**config.mk**
```make
export PLATFORM = sky130hd
export DESIGN_NAME = hop_chain_seq
export DESIGN_NICKNAME = d
export VERILOG_FILES = /design/src/rtl/hop_pkg.sv /design/src/rtl/hop_stage.sv /design/src/rtl/hop_chain_seq.sv
export SDC_FILE = /design/constraint.sdc
export NUM_CORES = 1
export LEC_CHECK = 0
export CAP_MARGIN = 20
export CORE_MARGIN = 8
export CORE_UTILIZATION = 25
export DETAILED_ROUTE_END_ITERATION = 8
export MAX_ROUTING_LAYER = met4
export PLACE_DENSITY = 0.49
export SYNTH_ARGS = -nofsm -noshare
export SYNTH_HDL_FRONTEND = slang
export SYNTH_HIERARCHICAL = 1
export SYNTH_SLANG_ARGS = --single-unit
```
**constraint.sdc**
```tcl
create_clock -name clock0 -period 1.7 [get_ports clock0]
set_input_delay 0.425 -clock clock0 [delete_from_list [all_inputs] [get_ports clock0]]
set_output_delay 0.425 -clock clock0 [all_outputs]
set_load 0.03 [all_outputs]
```
**src/rtl/hop_pkg.sv**
```systemverilog
// Shared types and width helper for the staggered-release hop chain.
package hop_pkg;

    typedef enum logic {SEQ_HOLD, SEQ_DONE} seq_state_t;

    // Bits needed to hold values 0..n-1, never less than one.
    function automatic int hop_cw(input int n);
        int w;
        w = 1;
        while ((1 << w) < n) w++;
        return w;
    endfunction

endpackage

```
**src/rtl/hop_stage.sv**
```systemverilog
// One pipeline stage: shifts its source when released, clears itself while held.
module hop_stage
    import hop_pkg::*;
#(
    parameter int WIDTH = 1
) (
    input  logic             clock0,
    input  logic             rst1,
    input  logic             held,
    input  logic             src_valid,
    input  logic [WIDTH-1:0] src_data,
    output logic             valid,
    output logic [WIDTH-1:0] data,
    output logic             drop
);

    // NOTE: non-blocking assignments keep every stage sampling its source before any stage updates.
    always_ff @(posedge clock0 or posedge rst1) begin
        if (rst1) begin
            valid <= 1'b0;
            data  <= '0;
        end else if (held) begin
            valid <= 1'b0;
            data  <= '0;
        end else begin
            valid <= src_valid;
            data  <= src_data;
        end
    end

    assign drop = src_valid & held;

endmodule

```
**src/rtl/hop_chain_seq.sv**
```systemverilog
// DEPTH-stage pipeline whose stages leave reset one by one, GAP cycles apart.
// Define HOP_DROP_CNT_EN to build the saturating dropped-beat counter.
module hop_chain_seq
    import hop_pkg::*;
#(
    parameter int DEPTH = 5,
    parameter int WIDTH = 1,
    parameter int GAP   = 2,
    parameter int CNT_W = 8
) (
    input  logic             clock0,
    input  logic             rst1,
    input  logic             start,
    input  logic [WIDTH-1:0] din,
    input  logic             reseq,
    output logic [WIDTH-1:0] dout,
    output logic             dout_valid,
    output logic             seq_done,
    output logic [DEPTH-1:0] stage_held,
    output logic [CNT_W-1:0] drop_cnt
);

    localparam int GAP_W = hop_cw(GAP);
    localparam int IDX_W = hop_cw(DEPTH);

    seq_state_t       state, state_nx;
    logic [GAP_W-1:0] gap_cnt;
    logic [IDX_W-1:0] idx;
    logic [DEPTH-1:0] held_r;
    logic             release_now;

    logic             valid_v [DEPTH];
    logic [WIDTH-1:0] data_v  [DEPTH];
    logic [DEPTH-1:0] drop_v;

    assign release_now = (state == SEQ_HOLD) && (gap_cnt == GAP_W'(GAP - 1));

    always_ff @(posedge clock0 or posedge rst1) begin
        if (rst1) state <= SEQ_HOLD;
        else      state <= state_nx;
    end

    // NOTE: every always_comb output gets a default first so no latch is inferred.
    always_comb begin
        state_nx = state;
        if (reseq)
            state_nx = SEQ_HOLD;
        else if (release_now && (idx == IDX_W'(DEPTH - 1)))
            state_nx = SEQ_DONE;
    end

    always_comb begin
        seq_done = (state == SEQ_DONE);
    end

    always_ff @(posedge clock0 or posedge rst1) begin
        if (rst1) begin
            gap_cnt <= '0;
            idx     <= '0;
            held_r  <= '1;
        end else if (reseq) begin
            gap_cnt <= '0;
            idx     <= '0;
            held_r  <= '1;
        end else if (state == SEQ_HOLD) begin
            if (release_now) begin
                gap_cnt     <= '0;
                held_r[idx] <= 1'b0;
                idx         <= idx + 1'b1;
            end else begin
                gap_cnt <= gap_cnt + 1'b1;
            end
        end
    end

    // A re-sequence clears every stage on the same edge, so it acts as a hold.
    for (genvar k = 0; k < DEPTH; k++) begin : g_stage
        logic             src_v;
        logic [WIDTH-1:0] src_d;
        if (k == 0) begin : g_head
            assign src_v = start;
            assign src_d = din;
        end else begin : g_body
            assign src_v = valid_v[k-1];
            assign src_d = data_v[k-1];
        end
        hop_stage #(.WIDTH(WIDTH)) u_stage (
            .clock0    (clock0),
            .rst1      (rst1),
            .held      (held_r[k] | reseq),
            .src_valid (src_v),
            .src_data  (src_d),
            .valid     (valid_v[k]),
            .data      (data_v[k]),
            .drop      (drop_v[k])
        );
    end

`ifdef HOP_DROP_CNT_EN
    localparam logic [31:0] CNT_MAX = 32'((64'd1 << CNT_W) - 64'd1);
    logic [31:0] cnt_sum;

    always_comb begin
        cnt_sum = 32'(drop_cnt);
        for (int k = 0; k < DEPTH; k++) cnt_sum = cnt_sum + 32'(drop_v[k]);
    end

    always_ff @(posedge clock0 or posedge rst1) begin
        if (rst1)
            drop_cnt <= '0;
        else if (!reseq)
            drop_cnt <= (cnt_sum > CNT_MAX) ? CNT_MAX[CNT_W-1:0] : cnt_sum[CNT_W-1:0];
    end
`else
    logic unused_drop;
    assign unused_drop = ^drop_v;
    assign drop_cnt    = '0;
`endif

    assign stage_held = held_r;
    assign dout       = data_v[DEPTH-1];
    assign dout_valid = valid_v[DEPTH-1];

endmodule

```
==> results of run 1 <==
-- registers in the layout, summed over array words and instances, names as in the netlist --
register	flops
idx	3
seq_done	1
gap_cnt	1
g_stage.u_stage/valid	5
stage_held	5
g_stage.u_stage/data	5
-- per-stage QoR --
| stage | util, % | std cells | worst slack (ps) |
|---|---|---|---|
| finish | 31.4 | 139 | 58.7 |
| global route | 31.4 | 139 | 0.220 |
| CTS | 31.3 | 139 | 13.6 |
| floorplan | - | 84 | 580 |
| global placement | 30.8 | 135 | 94.9 |
| detailed placement | 30.8 | 135 | 88.0 |
-- worst max-delay path by stage --
stage	startpoint	to	slack, ps	cells after the start
floorplan	seq_done	stage_held[2]	580	3
global placement	stage_held[4]	stage_held[4]	90	1
detailed placement	stage_held[4]	stage_held[4]	90	1
CTS	stage_held[1]	stage_held[1]	10	1
global route	stage_held[2]	stage_held[2]	0.2	1
finish	stage_held[3]	stage_held[3]	60	1
-- power breakdown --
group	internal [mW]	switching (mW)
Sequential	0.494	0.0125
Combinational	0.0381	0.0725
Clock	0.0912	0.139
Total	0.623	0.224
-- area by class of cell --
| cell class | count | share of cell area, % |
|---|---|---|
| repair buffers | 14 | 12.2 |
| multi-input cells | 47 | 29.0 |
| flip-flops and latches | 20 | 48.0 |
| clock buffers | 4 | 2.49 |
| inverters | 8 | 2.84 |
| well taps | 46 | 5.45 |
-- repair_timing --
item | 4_1_cts | 5_1_grt
gates resized for setup | 8 | 3
setup buffers | 0 | 0
endpoints found under the setup margin | 8 | 3
-- metal layers --
layer / GRT usage [%] / part of all wire [%]
met3: 2.76 / 9.1
met5: - / 0
met2: 10.1 / 45
met1: 6.60 / 45
met4: 1.92 / 0.76
-- placed cells by master, fill, tap and decap left out --
cell type        instances
clkdlybuf4s50_1          4
nor3b_2                  1
conb_1                   8
dfstp_2                  5
a21o_1                   1
xor2_1                   1
nor2_1                   4
a31oi_1                  1
buf_4                    2
clkbuf_4                 3
inv_1                    8
and2b_2                  1
dlygate4sd2_1            5
nor2b_1                 10
xnor2_1                  1
or2_2                    5
nand4_1                  1
nor3_1                   3
a21boi_0                 2
nand3b_1                 2
mux2i_1                  1
clkbuf_1                 1
nor2b_4                  1
ha_1                     2
dfrtp_1                 15
o21a_1                   2
clkdlybuf4s15_1          3
==> flow_metrics.py, run 1 <==
metrics = {
    "place": {
        "port_buffers": 12,
        "dpl_cell_area_um2": 1040,
        "gp_congestion": 0.792,
        "hpwl_mm": 1.18,
    },
    "global_routing": {
        "grt_pass1_wl_mm": 2.57,
        "overflow": 0,
        "grt_usage_pct": 6.18,
        "grt_pass1_vias": 579,
        "grt_max_degree": 12,
        "antenna_found_initial": 0,
    },
    "floorplan": {
        "initial_core_util_pct": 26.2,
        "die_w_um": 75.4,
        "die_y_um": 75.4,
        "row_count": 21,
        "ios": 21,
        "core_um2": 3360,
        "dieArea_um2": 5690,
    },
    "drt": {
        "vias": 542,
        "drcViolationCount": 0,
        "drt_first_pass_iters": 4,
        "wl_per_cell_um": 10.4,
        "routed_wl_mm": 1.45,
        "avgViaCountPerCell": 3.90,
        "ant_nets": 0,
        "drt_iter0_markers": 23,
    },
    "sta": {
        "maxSlewViolCount": 0,
        "rsz0062_at_grt": "no",
        "holdWs_ps": 413,
        "post-route-min-period_ps": 1640,
        "finalSetupViolCount": 0,
        "fmax_mhz": 609,
        "fin_tns_setup_ps": 0,
        "fin_skew_ps": 4.24,
        "hold_viol_final": 0,
        "fin_crit_sh_pct": 96.5,
    },
    "yosys": {
        "syn_avg_cell_area_um2": 11.5,
        "syn_inst": 77,
        "ys_warn_count": 6,
        "syn_area_um2": 882,
    },
    "worst_setup_path": {
        "critPathTopFamily": "flip-flops",
        "critPathBufInv": 1,
        "cp_slowest_cell": "dfstp_2",
        "cp.required_ps": 1270,
        "timing.setup.critical_path_class": "flop to output port",
        "worstReg2RegStart": "seq_done",
        "r2r_cells": 4,
        "reg2reg_slack_ps": 520,
        "arrival_ps": 1220,
        "reg2reg_to": "stage_held[2]",
        "path_cells": "dlygate4sd2_1",
        "worstPathMaxFanout": 2,
        "slowest_delay_ps": 540,
        "critPathCaptureType": "output port",
        "start_kind": "flop",
    },
    "layout": {
        "postLayoutCellArea_um2": 1060,
        "fillers": 381,
        "seq_area_um2": 507,
        "syn_to_final_growth_pct": 19.7,
        "n_antenna_cell": 0,
        "nets": 101,
        "multiInputGateArea_um2": 307,
        "final_layout_size_suffix_gt1_share_pct": 19.4,
    },
    "clocking": {
        "numCtsBuffers": 3,
        "cts_buffer_depth": 2,
        "cts_sinks": 20,
        "root_buffer": "clkbuf_4",
        "cts-hold-fix-buffers": 0,
        "insertion_delay_ps": 290,
        "htree_num_levels": 1,
        "path_clk_slew_ps": 110,
        "cts_tree": "built",
    },
    "pwr": {
        "total_power_mw": 0.847,
        "p_leak_nw": 0.488,
        "irDropWorstVdd_mv": 0.315,
        "p_per_area_nw_per_um2": 802,
    },
    "flow_run": {
        "maxCapViolations": 0,
    },
    "outcome": {
        "status": "completed",
    },
    "min_path": {
        "hold_class": "input port to async pin",
    },
}
Note: power is estimated with default switching activity, not from simulation.
==> run 2, diff against run 1 <==
CAP_MARGIN = not set   (was 20)
REMOVE_ABC_BUFFERS = 1   (was not set)
==> flow_metrics.py, run 2 (synthesis results as in run 1) <==
metrics = {
    "outcome": {
        "status": "completed",
    },
    "global_routing": {
        "antenna_found_initial": 0,
        "grt_usage_pct": 5.56,
        "grt_pass1_wl_mm": 2.27,
        "grt_pass1_vias": 502,
        "grt_max_degree": 13,
        "overflow": 0,
    },
    "floorplan": {
        "dieArea_um2": 5690,
        "ios": 21,
        "die_y_um": 75.4,
        "die_w_um": 75.4,
        "initial_core_util_pct": 26.2,
        "row_count": 21,
        "core_um2": 3360,
    },
    "drt": {
        "route.met3.wl_um": 117,
        "wl_per_cell_um": 10.3,
        "vias": 528,
        "routed_wl_mm": 1.44,
        "drt_first_pass_iters": 3,
        "met1Wirelength_um": 689,
        "routed.top_layer": "met4",
        "drcViolationCount": 0,
        "ant_nets": 0,
        "route.met2.wl_um": 617,
        "avgViaCountPerCell": 3.80,
        "drt_iter0_markers": 9,
    },
    "sta": {
        "finalSetupViolCount": 0,
        "holdWs_ps": 427,
        "fin_skew_ps": 6.07,
        "fin_crit_sh_pct": 97.1,
        "post-route-min-period_ps": 1650,
        "rsz0062_at_grt": "no",
        "fmax_mhz": 606,
        "hold_viol_final": 0,
        "maxSlewViolCount": 0,
        "fin_tns_setup_ps": 0,
    },
    "clocking": {
        "cts-hold-fix-buffers": 0,
        "root_buffer": "clkbuf_4",
        "insertion_delay_ps": 290,
        "cts_sinks": 20,
        "cts_setup_buffers": 0,
        "htree_num_levels": 1,
        "path_clk_slew_ps": 110,
        "numCtsBuffers": 3,
        "cts_tree": "built",
        "cts_buffer_depth": 2,
    },
    "layout": {
        "final_layout_size_suffix_gt1_share_pct": 20.4,
        "final_common_cell": "dfrtp_1",
        "syn_to_final_growth_pct": 20.9,
        "final_cell_mix": "15 x dfrtp_1, 10 x nor2b_1, 8 x inv_1, 8 x conb_1",
        "seq_area_um2": 507,
        "multiInputGateArea_um2": 307,
        "fillers": 367,
        "nets": 101,
        "n_antenna_cell": 0,
    },
    "worst_setup_path": {
        "cp.required_ps": 1270,
        "slowest_delay_ps": 540,
        "arrival_ps": 1230,
        "timing.setup.critical_path_class": "flop to output port",
        "worstPathMaxFanout": 2,
        "critPathTopFamily": "flip-flops",
        "critPathCaptureType": "output port",
        "start_kind": "flop",
        "critPathBufInv": 1,
        "cp_slowest_cell": "dfstp_2",
        "path_cells": "dlygate4sd2_1",
    },
    "place": {
        "port_buffers": 12,
        "gp_congestion": 0.712,
        "hpwl_mm": 1.13,
    },
    "pwr": {
        "total_power_mw": 0.883,
        "p_leak_nw": 0.495,
        "p_per_area_nw_per_um2": 828,
        "irDropWorstVdd_mv": 0.440,
    },
    "min_path": {
        "hold_class": "input port to async pin",
    },
    "flow_run": {
        "maxCapViolations": 0,
    },
}
run 2: cell counts in the layout (fill, tap and decap cells not counted):
Identical to the previous run, type by type.
run 2: final cells by class:
class | instances | share of cell area [%]
timing repair buffer | 14 | 12.1
tap | 46 | 5.40
clock buffer | 4 | 3.40
sequential | 20 | 47.5
inverter | 8 | 2.82
multi-input combinational | 47 | 28.8
run 2: report_power, final:
part	leakage, nW	total (mW)	internal, mW	switching (mW)
combinational	0.215	0.110	0.0374	0.0727
clock	0.0210	0.266	0.130	0.136
sequential	0.259	0.506	0.494	0.0121
total	0.495	0.883	0.662	0.221
run 2: per-layer routing:
| layer | global-route usage [%] | vias up |
|---|---|---|
| met1 | 6.89 | 248 |
| met3 | 2.76 | 2 |
| met4 | 1.28 | 0 |
| met2 | 7.86 | 20 |
| li1 | - | 258 |
| met5 | - | - |
run 2: final timing paths:
check                                          end  slack, ps  depth (start not counted)                     from
setup reg to reg                     stage_held[2]        540                          4                 seq_done
setup / recovery                     stage_held[0]         50                          1            stage_held[0]
max in group asynchronous            stage_held[0]        810                          2                     rst1
hold reg to reg            g_stage[2].u_stage/data        470                          1  g_stage[1].u_stage/data
hold / removal             g_stage[4].u_stage/data        430                          2                     rst1
min in group clock0        g_stage[2].u_stage/data        470                          1  g_stage[1].u_stage/data
run 2: repair_timing:
item	4_1_cts	5_1_grt
setup endpoints to repair	8	3
gates resized for setup	8	3
pin swaps	0	0
gates cloned	0	0
run 2: stage by stage:
stage | cell area (µm²) | std cells | util [%] | setup WS [ps]
floorplan | 843 | 75 | - | 580
global placement | 1040 | 135 | 30.8 | 72.8
detailed placement | 1040 | 135 | 30.8 | 33.1
CTS | 1060 | 139 | 31.6 | 7.71
global route | 1070 | 139 | 31.7 | 3.17
finish | 1070 | 139 | 31.7 | 49.1
==> run 3, diff against run 2 <==
CAP_MARGIN = 15   (was not set)
PLACE_DENSITY = 0.54   (was 0.49)
REMOVE_ABC_BUFFERS = not set   (was 1)
==> flow_metrics.py, run 3 (synthesis results as in run 1) <==
metrics = {
    "worst_setup_path": {
        "worstPathMaxFanout": 2,
        "cp.required_ps": 1270,
        "slowest_delay_ps": 540,
        "timing.setup.critical_path_class": "flop to output port",
        "critPathBufInv": 1,
        "critPathTopFamily": "flip-flops",
        "reg2reg_slack_ps": 550,
        "arrival_ps": 1230,
        "critPathCaptureType": "output port",
        "start_kind": "flop",
        "path_cells": "dlygate4sd2_1",
        "cp_slowest_cell": "dfstp_2",
    },
    "drt": {
        "vias": 532,
        "routed_wl_mm": 1.51,
        "drcViolationCount": 0,
        "wl_per_cell_um": 10.8,
        "avgViaCountPerCell": 3.80,
        "drt_iter0_markers": 10,
        "drt_first_pass_iters": 4,
        "ant_nets": 0,
    },
    "place": {
        "hpwl_mm": 1.18,
        "gp_congestion": 0.802,
        "pre_cts_ws_ps": 82.2,
        "port_buffers": 12,
    },
    "pwr": {
        "p_leak_nw": 0.509,
        "irDropWorstVdd_mv": 0.296,
        "p_per_area_nw_per_um2": 920,
        "total_power_mw": 1.00,
    },
    "outcome": {
        "status": "completed",
    },
    "min_path": {
        "hold_class": "input port to async pin",
    },
    "sta": {
        "fmax_mhz": 603,
        "hold_viol_final": 0,
        "rsz0062_at_grt": "no",
        "fin_crit_sh_pct": 97.6,
        "post-route-min-period_ps": 1660,
        "fin_skew_ps": 8.07,
        "fin_tns_setup_ps": 0,
        "finalSetupViolCount": 0,
        "setup_ws_ps": 40.4,
        "maxSlewViolCount": 0,
        "holdWs_ps": 427,
    },
    "layout": {
        "utilization_pct": 32.4,
        "nets": 102,
        "fillers": 380,
        "n_antenna_cell": 0,
        "final_common_cell": "dfrtp_1",
        "seq_area_um2": 507,
        "syn_to_final_growth_pct": 23.7,
        "final_layout_size_suffix_gt1_share_pct": 21.3,
        "final_cell_mix": "15 x dfrtp_1, 10 x nor2b_1, 8 x inv_1, 8 x conb_1",
        "multiInputGateArea_um2": 307,
    },
    "clocking": {
        "cts_buffer_depth": 2,
        "root_buffer": "clkbuf_4",
        "insertion_delay_ps": 300,
        "numCtsBuffers": 3,
        "cts_sinks": 20,
        "cts-hold-fix-buffers": 0,
        "htree_num_levels": 1,
        "cts_tree": "built",
        "path_clk_slew_ps": 110,
    },
    "floorplan": {
        "dieArea_um2": 5690,
        "row_count": 21,
        "ios": 21,
        "initial_core_util_pct": 26.2,
        "core_um2": 3360,
        "die_w_um": 75.4,
        "die_y_um": 75.4,
    },
    "global_routing": {
        "grt_pass1_vias": 571,
        "grt_pass1_wl_mm": 2.44,
        "grt_usage_pct": 5.92,
        "overflow": 0,
        "antenna_found_initial": 0,
        "grt_max_degree": 13,
    },
    "flow_run": {
        "maxCapViolations": 0,
    },
}
==> run 3: changes by cell type in the layout (fill, tap and decap cells not counted), sizes merged <==
cell and change:
buf +1, bufinv +1, clkbuf -1, clkdlybuf4s15 +1, dlygate4sd2 -1
==> run 3: repair_timing <==
item	4_1_cts	5_1_grt
endpoints found under the setup margin	8	3
setup buffers	0	0
gates resized for setup	9	3
==> run 3: path summary, 6_finish.rpt <==
| kind | start | endpoint | depth (start not counted) |
|---|---|---|---|
| worst min register to register | g_stage[0].u_stage/data | g_stage[1].u_stage/data | 1 |
| min in group clock0 | g_stage[0].u_stage/data | g_stage[1].u_stage/data | 1 |
| worst min-delay path | rst1 | idx[1] | 2 |
| worst max-delay path | stage_held[0] | stage_held[0] | 1 |
| max in group asynchronous | rst1 | stage_held[4] | 2 |
| worst max register to register | idx[0] | idx[1] | 4 |
==> run 3: stage by stage <==
stage	instances	area, µm²
final	140	1090
after detailed placement	136	1040
after CTS	140	1090
after global placement	136	1040
after floorplan	84	908
after global routing	140	1090
==> run 3: layout make-up <==
| cell class | instances | area share, % |
|---|---|---|
| clock inverters | 1 | 2.75 |
| inverters | 8 | 2.75 |
| clock buffers | 3 | 2.06 |
| repair buffers | 15 | 12.6 |
| well taps | 46 | 5.28 |
| multi-input cells | 47 | 28.1 |
| flip-flops and latches | 20 | 46.4 |
==> run 3: metal layers <==
| layer | track usage, % | part of all wire (%) | vias up |
|---|---|---|---|
| met2 | 8.53 | 45 | 14 |
| met1 | 7.13 | 49 | 260 |
| met3 | 1.58 | 4.4 | 2 |
| li1 | - | - | 256 |
| met4 | 3.84 | 1.1 | 0 |
| met5 | - | 0 | - |
==> run 3: report_power, final <==
group / switching (mW) / internal [mW]
clock network: 0.147 / 0.238
registers: 0.0125 / 0.494
logic: 0.0730 / 0.0389
total: 0.232 / 0.771
